`src/rtl/pipe_ctrl.sv`:
```
`default_nettype none
// ============================================================================
// Module      : pipe_ctrl
// Description : Pipeline control for the 5-stage Y86 core. Generates the
//               stall/bubble controls for the F, F/D, D/E, E/M and M/W
//               registers from load/use, ret and mispredict hazards,
//               sequences IDLE/RUN/HALTED and keeps bring-up counters.
// Revision    : 1.0 - initial release
// ============================================================================
module pipe_ctrl #(
  parameter int unsigned CNT_W    = 32,
  parameter int unsigned RET_BUBS = 3
) (
  input  logic             clk,
  input  logic             rst,
  input  logic             start,
  input  logic [7:0]       d_icode,
  input  logic [7:0]       d_srcA,
  input  logic [7:0]       d_srcB,
  input  logic [7:0]       ex_icode,
  input  logic [7:0]       ex_dstM,
  input  logic             ex_cnd,
  input  logic [7:0]       w_icode,
  output logic             f_stall,
  output logic             d_stall,
  output logic             d_bubble,
  output logic             e_bubble,
  output logic             m_bubble,
  output logic             w_stall,
  output logic             running,
  output logic             halted,
  output logic [CNT_W-1:0] cyc_cnt,
  output logic [CNT_W-1:0] stall_cnt,
  output logic [CNT_W-1:0] bub_cnt
);

  localparam logic [7:0] C_I_HALT   = 8'h00;
  localparam logic [7:0] C_I_JXX    = 8'h07;
  localparam logic [7:0] C_I_RET    = 8'h09;
  localparam logic [7:0] C_I_MRMOVL = 8'h05;
  localparam logic [7:0] C_I_POPL   = 8'h0B;
  localparam logic [7:0] C_R_NONE   = 8'h0F;
  localparam logic [1:0] C_RET_LOAD = 2'(RET_BUBS);
  localparam logic [CNT_W-1:0] C_CNT_ONE = {{(CNT_W-1){1'b0}}, 1'b1};

  typedef enum logic [1:0] {
    S_IDLE   = 2'd0,
    S_RUN    = 2'd1,
    S_HALTED = 2'd2
  } state_t;

  state_t     r_state;
  logic       r_running;
  logic       r_halted;
  logic [1:0] r_ret_cnt;
  logic [CNT_W-1:0] r_cyc_cnt;
  logic [CNT_W-1:0] r_stall_cnt;
  logic [CNT_W-1:0] r_bub_cnt;

  logic w_run;
  logic w_lu;
  logic w_mis;
  logic w_rp;

  assign w_run = (r_state == S_RUN);

  // Load/use: the value a decode source needs is still coming from memory.
  assign w_lu  = ((ex_icode == C_I_MRMOVL) || (ex_icode == C_I_POPL)) &&
                 (ex_dstM != C_R_NONE) &&
                 ((ex_dstM == d_srcA) || (ex_dstM == d_srcB));
  assign w_mis = (ex_icode == C_I_JXX) && !ex_cnd;
  assign w_rp  = (r_ret_cnt != 2'd0);

  // Control outputs: outside RUN the whole pipe is frozen and flushed.
  always_comb begin
    f_stall  = 1'b1;
    d_stall  = 1'b1;
    d_bubble = 1'b0;
    e_bubble = 1'b1;
    m_bubble = 1'b1;
    w_stall  = 1'b1;
    if (w_run) begin
      f_stall  = w_lu | w_rp;
      d_stall  = w_lu;
      d_bubble = !w_lu & (w_mis | w_rp);
      e_bubble = w_lu | w_mis;
      m_bubble = 1'b0;
      w_stall  = 1'b0;
    end
  end

  // Run-state sequencer with registered status flags.
  always_ff @(posedge clk or posedge rst) begin
    if (rst) begin
      r_state   <= S_IDLE;
      r_running <= 1'b0;
      r_halted  <= 1'b0;
    end else begin
      case (r_state)
        S_IDLE: begin
          if (start) begin
            r_state   <= S_RUN;
            r_running <= 1'b1;
          end
        end
        S_RUN: begin
          if (w_icode == C_I_HALT) begin
            r_state   <= S_HALTED;
            r_running <= 1'b0;
            r_halted  <= 1'b1;
          end
        end
        S_HALTED: begin
          r_state <= S_HALTED;
        end
        default: begin
          r_state   <= S_IDLE;
          r_running <= 1'b0;
          r_halted  <= 1'b0;
        end
      endcase
    end
  end

  // Ret bubble counter; a mispredict means the ret was on the wrong path.
  always_ff @(posedge clk or posedge rst) begin
    if (rst) begin
      r_ret_cnt <= 2'd0;
    end else if (!w_run) begin
      r_ret_cnt <= 2'd0;
    end else if (w_mis) begin
      r_ret_cnt <= 2'd0;
    end else if (w_rp) begin
      if (!w_lu) begin
        r_ret_cnt <= r_ret_cnt - 2'd1;
      end
    end else if ((d_icode == C_I_RET) && !w_lu) begin
      r_ret_cnt <= C_RET_LOAD;
    end
  end

  // Bring-up counters advance only in RUN and wrap silently.
  always_ff @(posedge clk or posedge rst) begin
    if (rst) begin
      r_cyc_cnt   <= '0;
      r_stall_cnt <= '0;
      r_bub_cnt   <= '0;
    end else if (w_run) begin
      r_cyc_cnt <= r_cyc_cnt + C_CNT_ONE;
      if (d_stall) begin
        r_stall_cnt <= r_stall_cnt + C_CNT_ONE;
      end
      if (d_bubble | e_bubble) begin
        r_bub_cnt <= r_bub_cnt + C_CNT_ONE;
      end
    end
  end

  assign running   = r_running;
  assign halted    = r_halted;
  assign cyc_cnt   = r_cyc_cnt;
  assign stall_cnt = r_stall_cnt;
  assign bub_cnt   = r_bub_cnt;

endmodule
`default_nettype wire

```
`config.mk`:
```
export PLATFORM = sky130hd
export DESIGN_NAME = pipe_ctrl
export DESIGN_NICKNAME = d
export VERILOG_FILES = /design/src/rtl/pipe_ctrl.sv
export SDC_FILE = /design/constraint.sdc
export NUM_CORES = 1
export LEC_CHECK = 0
export CORE_MARGIN = 2
export CORE_UTILIZATION = 43
export DETAILED_ROUTE_END_ITERATION = 16
export PLACE_DENSITY = 0.74
export SKIP_CTS_REPAIR_TIMING = 1
export SLEW_MARGIN = 20
export SYNTH_ARGS = -nofsm -noshare
export SYNTH_HDL_FRONTEND = slang
export SYNTH_SLANG_ARGS = --single-unit
```
`constraint.sdc`:
```
create_clock -name clk -period 3 [get_ports clk]
set_input_delay 0.45 -clock clk [delete_from_list [all_inputs] [get_ports clk]]
set_output_delay 0.45 -clock clk [all_outputs]
set_load 0.1 [all_outputs]
```
==> results of run 1 <==
==> final cells by class <==
cell class	count	area (um2)	share of cell area, %
clock buffers	12	256	3.63
multi-input cells	349	2510	35.5
clock inverters	4	52.6	0.743
well taps	147	184	2.60
inverters	18	71.3	1.01
flip-flops and latches	102	2550	36.1
repair buffers	165	1440	20.4
==> metal layers <==
layer | share of wire (%) | GRT usage [%]
met4 | 1.5 | 5.61
met2 | 48 | 29.8
met1 | 43 | 23.0
met5 | 0 | 0
met3 | 7.0 | 6.06
==> through the flow <==
stage	utilization (%)	hold slack, ps	power [mW]
floorplan	-	457	2.41
global placement	56.8	460	2.76
detailed placement	56.8	468	2.78
CTS	59.3	478	3.99
global route	59.3	491	4.11
finish	59.3	462	3.94
==> cell families after synthesis <==
kind of cell | after synthesis
simple gates | 215
compound gates | 14
flops | 102
mux | 4
fa+ha+maj | 7
xor+xnor | 109
buf+inv | 32
==> state kept, by name, indices dropped and copies added (netlist names) <==
signal and count:
r_ret_cnt 2, stall_cnt 32, r_state 2, bub_cnt 32, cyc_cnt 32, running 1
halted 1
==> path summary, 6_finish.rpt <==
check / from / endpoint / cells past startpoint
hold / removal: rst / bub_cnt[13] / 2
setup reg to reg: r_state[1] / bub_cnt[31] / 8
max in group asynchronous: rst / bub_cnt[27] / 3
hold reg to reg: bub_cnt[31] / bub_cnt[31] / 1
min in group clk: bub_cnt[31] / bub_cnt[31] / 1
setup / recovery: ex_dstM[4] / d_bubble / 8
==> power groups by stage <==
| stage | logic [mW] | registers [mW] | clock network (mW) |
|---|---|---|---|
| global route | 1.30 | 1.53 | 1.28 |
| floorplan | 0.514 | 1.90 | 0 |
| CTS | 1.24 | 1.51 | 1.23 |
| global placement | 1.22 | 1.54 | 0 |
| detailed placement | 1.24 | 1.54 | 0 |
| finish | 1.23 | 1.51 | 1.20 |
==> synthesized netlist by cell type (all sizes together) (6+ instances only) <==
library cell  count
buf               8
nor4             26
clkbuf            6
inv              18
nor2             24
xnor2            55
xor2             54
nand3            32
nand4            31
nor3             26
and3             14
nand2            41
dfrtp           102
ha                7
and4              7
==> critical path: stages <==
cell,delay [ps]
sky130_fd_sc_hd__clkdlybuf4s50_1,470
sky130_fd_sc_hd__or4_1,560
sky130_fd_sc_hd__o22ai_2,220
sky130_fd_sc_hd__nor2_4,50
sky130_fd_sc_hd__nand2_1,140
sky130_fd_sc_hd__nand2_2,120
sky130_fd_sc_hd__nor2_4,140
sky130_fd_sc_hd__buf_12,180
==> PnR_summary.wiki, run 1 <==
{| class="wikitable"
! Metric !! Value
|-
| Antenna-violating nets left || 0
|-
| Worst endpoint required time || 2550 ps
|-
| Wire length of the first global-routing pass || 19100 um
|-
| Largest fanout on the critical path || 4
|-
| Number of placed cells counting well taps || 781
|-
| Part of the power in registers || 38.4%
|-
| Antenna violations before repair || 0
|-
| Number of global-route vias before repair || 4019
|-
| MaxCap Viol Count || 0
|-
| Largest area contributor in the netlist || sky130_fd_sc_hd__dfrtp_1
|-
| DP HPWL || 8830 um
|-
| Final-report setup violation count || 0
|-
| Setup repair after global routing missed its margin || false
|-
| Async SR Flop Fraction || 100%
|-
| Clock latency on the worst-skew pair || 350 ps
|-
| Maximum clock frequency || 0.359 GHz
|-
| Total power per unit cell area || 558 nW/um2
|-
| Type of the worst setup path || primary input to output port
|-
| Number of distinct standard cells referenced by the synthesized netlist || 42
|-
| Fin crit period || 2790 ps
|-
| Adder-cell share of the synthesized area || 1.69%
|-
| Area enclosed by the die boundary || 13000 um2
|-
| Min-Delay Path Class || primary input to asynchronous set/reset pin
|-
| Worst ir drop on vdd || 315 uV
|-
| Post-Synth XOR/XNOR Area || 18.4%
|-
| Max-slew violation count || 0
|-
| Switching share of power || 37.0%
|-
| Cell count after synthesis || 483
|-
| Leakage Power || 3.30 nW
|-
| Sequential element share of the synthesized area || 49.1%
|-
| Global-route usage over all layers || 18.2%
|-
| Post-synthesis instance area || 5200 um2
|-
| Number of H-tree levels || 3
|-
| Net Count, Synth || 542
|-
| Max Buffers Root-to-Sink || 2
|-
| Remaining global-route overflow || 0
|-
| Final critical-path setup slack || 215 ps
|-
| Layout Cells excl Fill || 797
|-
| Largest family of logic cells by synthesized area || simple AND/OR/NAND/NOR gates
|-
| Initial Utilization || 43.6%
|-
| Setup clock skew after layout || 11.2 ps
|-
| R2R setup slack || 600 ps
|-
| Critical path capture point type || output port
|-
| Main area contributors after synthesis || sky130_fd_sc_hd__dfrtp_1, sky130_fd_sc_hd__xnor2_1, sky130_fd_sc_hd__xor2_1
|-
| Most used cells in the layout excluding fill and tap cells || sky130_fd_sc_hd__buf_4, sky130_fd_sc_hd__dfrtp_1, sky130_fd_sc_hd__xnor2_1
|-
| Overall via count from detail_route || 4139
|-
| Mean instance size in the synthesized netlist || 10.8 um2
|-
| Proportion of power drawn by combinational gates || 31.2%
|-
| Number of buffers created by CTS || 9
|-
| Final critical-path share of the clock period || 92.8%
|-
| Count of buffers from port buffering || 155
|-
| Total clock sinks || 102
|-
| Final antenna diode count || 0
|-
| Fraction of post-synthesis cell area in the top cell type by area || 49.1%
|-
| Fillers || 995
|-
| Layout net count || 704
|-
| Post-detailed-route wirelength per cell || 14.6 um
|-
| Number of register bits inferred by synthesis || 102
|-
| Setup TNS || 0 ps
|-
| Number of synthesized flops with an enable pin || 0
|-
| Outcome || complete, no violations
|-
| Synth Warn # || 0
|-
| Placed instance area || 6760 um2
|-
| First drt pass iteration count || 4
|-
| Placement row count || 40
|-
| Synth Area in Compound Gates || 2.07%
|-
| Area added between synthesis and finish || 36.0%
|-
| Power spent charging and discharging nets || 1.46 mW
|-
| Clock Root Buffer || sky130_fd_sc_hd__clkbuf_16
|-
| CP arrival || 2340 ps
|-
| Die width || 114 um
|-
| GPL Wtd Cong || 0.825
|-
| CTS tree || built
|-
| Most common library cell in the layout ignoring fill and taps || sky130_fd_sc_hd__buf_4
|-
| Share of layout cells above drive strength 1 || 24.6%
|-
| Area fraction in and, or, nand and nor cells after synthesis || 25.0%
|-
| Initial DRC count || 230
|-
| I/O pin count || 156
|-
| Final routed wirelength across all metal layers || 11700 um
|-
| Worst slew margin || 57.8%
|-
| Area of all placed cells without fillers || 7070 um2
|-
| Die outline height || 114 um
|-
| Worst slack after detailed placement || 161 ps
|-
| Vias per cell || 5.19
|-
| Hold Violations, Final || 0
|-
| Part of the power in the clock network || 30.4%
|-
| Number of remaining DRC errors || 0
|-
| Internal power contribution || 2.48 mW
|-
| Multiplexer fraction of the synthesized cell area || 0.867%
|-
| Startpoint types || primary input
|-
| Clock slew at the register clock pins of the worst setup and hold paths || 70 ps
|-
| Core Footprint || 11900 um2
|-
| Largest net degree at the start of global routing || 58
|-
| Worst Tran Pin Value || 633 ps
|-
| Most used DFF post-synth || sky130_fd_sc_hd__dfrtp_1
|}
Power figures use the tool's default switching activity.
==> inputs of run 2 (changes only) <==
--- a/config.mk
+++ b/config.mk
@@ -10,3 +10,3 @@
 export DETAILED_ROUTE_END_ITERATION = 16
-export PLACE_DENSITY = 0.74
+export PLACE_DENSITY = 0.72
 export SKIP_CTS_REPAIR_TIMING = 1
==> constraint.sdc (replaced) <==
create_clock -name clk -period 2.7 [get_ports clk]
set_input_delay 0.405 -clock clk [delete_from_list [all_inputs] [get_ports clk]]
set_output_delay 0.405 -clock clk [all_outputs]
set_load 0.02 [all_outputs]
==> PnR_summary.wiki, run 2 (synthesis results as in run 1) <==
{| class="wikitable"
! Metric !! Value
|-
| Outcome || complete, no violations
|-
| Max Buffers Root-to-Sink || 2 (unchanged)
|-
| Share of layout cells above drive strength 1 || 10.3% (-14 points)
|-
| Die width || 114 um (unchanged)
|-
| Top cell family by delay on the critical path || simple AND/OR/NAND/NOR gates
|-
| Maximum clock frequency || 0.382 GHz
|-
| Power spent charging and discharging nets || 1.07 mW (-27%)
|-
| Worst hold margin || 468 ps (+6.79 ps)
|-
| Startpoint types || primary input
|-
| Part of the power in the clock network || 34.6% (+4.2 points)
|-
| Antenna violations before repair || 0 (unchanged)
|-
| Launching point of the worst reg2reg path || r_state[1]
|-
| Overall via count from detail_route || 4223 (+2.0%)
|-
| Final critical-path setup slack || 84.7 ps (-130 ps)
|-
| Number of H-tree levels || 3 (unchanged)
|-
| Number of remaining DRC errors || 0 (unchanged)
|-
| MaxCap Viol Count || 0 (unchanged)
|-
| Core Footprint || 11900 um2 (unchanged)
|-
| Worst endpoint required time || 2300 ps (-250 ps)
|-
| Final critical-path share of the clock period || 96.9%
|-
| Setup clock skew after layout || 5.67 ps (-5.51 ps)
|-
| Max-slew violation count || 0 (unchanged)
|-
| CTS tree || built
|-
| Part of the power in registers || 44.2% (+5.8 points)
|-
| CP Cell Sequence || clkdlybuf4s50_1 -> or4_1 -> o22ai_2 -> nor2_4 -> nand2_1 -> nand2_1 -> nor2_1 -> dlymetal6s2s_1
|-
| Final routed wirelength across all metal layers || 12100 um (+3.4%)
|-
| Post-detailed-route wirelength per cell || 14.9 um (+1.7%)
|-
| Worst slack after detailed placement || -328 ps (-489 ps)
|-
| Switching share of power || 28.1% (-8.9 points)
|-
| Final antenna diode count || 0 (unchanged)
|-
| Worst hold path stage count || 1
|-
| Layout net count || 717 (+1.8%)
|-
| Logic depth of the worst register-to-register path || 8 (unchanged)
|-
| Cell with the largest stage delay on the worst path || sky130_fd_sc_hd__or4_1
|-
| Total clock sinks || 102 (unchanged)
|-
| Antenna-violating nets left || 0 (unchanged)
|-
| End of the worst register-to-register path || bub_cnt[30]
|-
| Clock Root Buffer || sky130_fd_sc_hd__clkbuf_16
|-
| Most common library cell in the layout ignoring fill and taps || sky130_fd_sc_hd__clkdlybuf4s50_1
|-
| Critical path capture point type || output port
|-
| Number of global-route vias before repair || 4190 (+4.3%)
|-
| Clock latency on the worst-skew pair || 350 ps (about the same)
|-
| Setup repair after global routing missed its margin || false
|-
| GPL Wtd Cong || 0.810 (-1.8%)
|-
| Most used cells in the layout excluding fill and tap cells || sky130_fd_sc_hd__clkdlybuf4s50_1, sky130_fd_sc_hd__dfrtp_1, sky130_fd_sc_hd__xnor2_1
|-
| Area added between synthesis and finish || 42.1%
|-
| Remaining global-route overflow || 0 (unchanged)
|-
| Worst ir drop on vdd || 394 uV (+25%)
|-
| Wire length of the first global-routing pass || 20100 um (+5.1%)
|-
| Worst Tran Pin Value || 568 ps (-65.5 ps)
|-
| Initial DRC count || 203 (-12%)
|-
| Worst slew margin || 62.1% (+4.4 points)
|-
| Placement row count || 40 (unchanged)
|-
| Type of the worst setup path || primary input to output port
|-
| Largest fanout on the critical path || 2 (-2)
|-
| Number of buffers created by CTS || 9 (unchanged)
|-
| Clock slew at the register clock pins of the worst setup and hold paths || 70 ps (about the same)
|-
| First drt pass iteration count || 4 (unchanged)
|-
| Vias per cell || 5.21 (+0.39%)
|-
| Worst hold endpoint || stall_cnt[31]
|-
| Min-Delay Path Class || flop to flop
|-
| Initial Utilization || 43.6% (unchanged)
|-
| Buf+Inv Stages, Crit Path || 2 (unchanged)
|-
| Internal power contribution || 2.74 mW (+10%)
|-
| Cell with the most instances on the worst path || sky130_fd_sc_hd__nand2_1
|-
| Total power per unit cell area || 515 nW/um2 (-7.6%)
|-
| R2R setup slack || 490 ps (-110 ps)
|-
| Fin crit period || 2620 ps
|-
| Leakage Power || 3.19 nW (-3.3%)
|-
| Final-report setup violation count || 0 (unchanged)
|-
| Global-route usage over all layers || 19.2% (+0.96 points)
|-
| CP arrival || 2210 ps (-130 ps)
|-
| Proportion of power drawn by combinational gates || 21.2% (-10 points)
|-
| Area enclosed by the die boundary || 13000 um2 (unchanged)
|-
| Hold Violations, Final || 0 (unchanged)
|-
| Count of buffers from port buffering || 155 (unchanged)
|-
| I/O pin count || 156 (unchanged)
|-
| DP HPWL || 8940 um (+1.3%)
|-
| Maximum cell stage delay along the critical path || 580 ps (+20 ps)
|-
| Die outline height || 114 um (unchanged)
|-
| Largest net degree at the start of global routing || 103 (+78%)
|-
| Startpoint of the tightest hold check path || stall_cnt[31]
|}
==> run 2: cell count changes in the layout (fill, tap and decap cells not counted), moves of 3 or more <==
cell                              change
sky130_fd_sc_hd__clkdlybuf4s50_1    +100
sky130_fd_sc_hd__buf_4               -88
sky130_fd_sc_hd__dlymetal6s2s_1       +4
sky130_fd_sc_hd__buf_12               -3
==> run 2: area by class of cell <==
class,instances,area [um2]
Multi-Input combinational cell,349,2500
Sequential cell,102,2550
Clock inverter,5,57.6
Fill cell,1004,4530
Clock buffer,11,243
Timing Repair Buffer,178,1770
Tap cell,147,184
Inverter,18,71.3
==> run 2: per-stage QoR <==
step | instances | area (um2) | utilization [%] | TNS, ps | power [mW]
2_1_floorplan | 483 | 5200 | - | 0 | 2.13
3_3_place_gp | 794 | 7070 | 59.4 | -1160 | 2.50
3_5_place_dp | 794 | 7070 | 59.4 | -2360 | 2.53
4_1_cts | 810 | 7370 | 61.9 | -928 | 3.85
5_1_grt | 810 | 7380 | 62.0 | 0 | 3.99
6_report | 810 | 7380 | 62.0 | 0 | 3.81
==> run 2: power by group through the flow <==
stage,clock network (mW),registers [mW],logic (mW)
after global routing,1.41,1.70,0.878
final,1.32,1.68,0.806
after CTS,1.35,1.68,0.820
after global placement,0,1.71,0.796
after detailed placement,0,1.71,0.818
after floorplan,0,1.77,0.366
==> run 2: layer usage <==
| metal | vias to the layer above | GRT usage [%] | routed length [um] | part of all wire, % |
|---|---|---|---|---|
| met2 | 131 | 31.0 | 5830 | 48 |
| li1 | 2040 | - | - | - |
| met4 | 0 | 8.13 | 256 | 2.1 |
| met5 | - | 0 | 0 | 0 |
| met3 | 19 | 5.10 | 728 | 6.0 |
| met1 | 2033 | 24.4 | 5260 | 44 |
==> run 2: how the worst max path moves through the flow <==
stage                     startpoint  endpoint  slack [ps]  cells past startpoint
after detailed placement  ex_dstM[4]  d_bubble        -330                      8
after floorplan           ex_dstM[4]  d_bubble         460                      6
after global routing      ex_dstM[4]  d_bubble          10                      8
after CTS                 ex_dstM[4]  d_bubble        -350                      8
after global placement    ex_dstM[4]  d_bubble        -300                      8
final                     ex_dstM[4]  d_bubble          80                      8
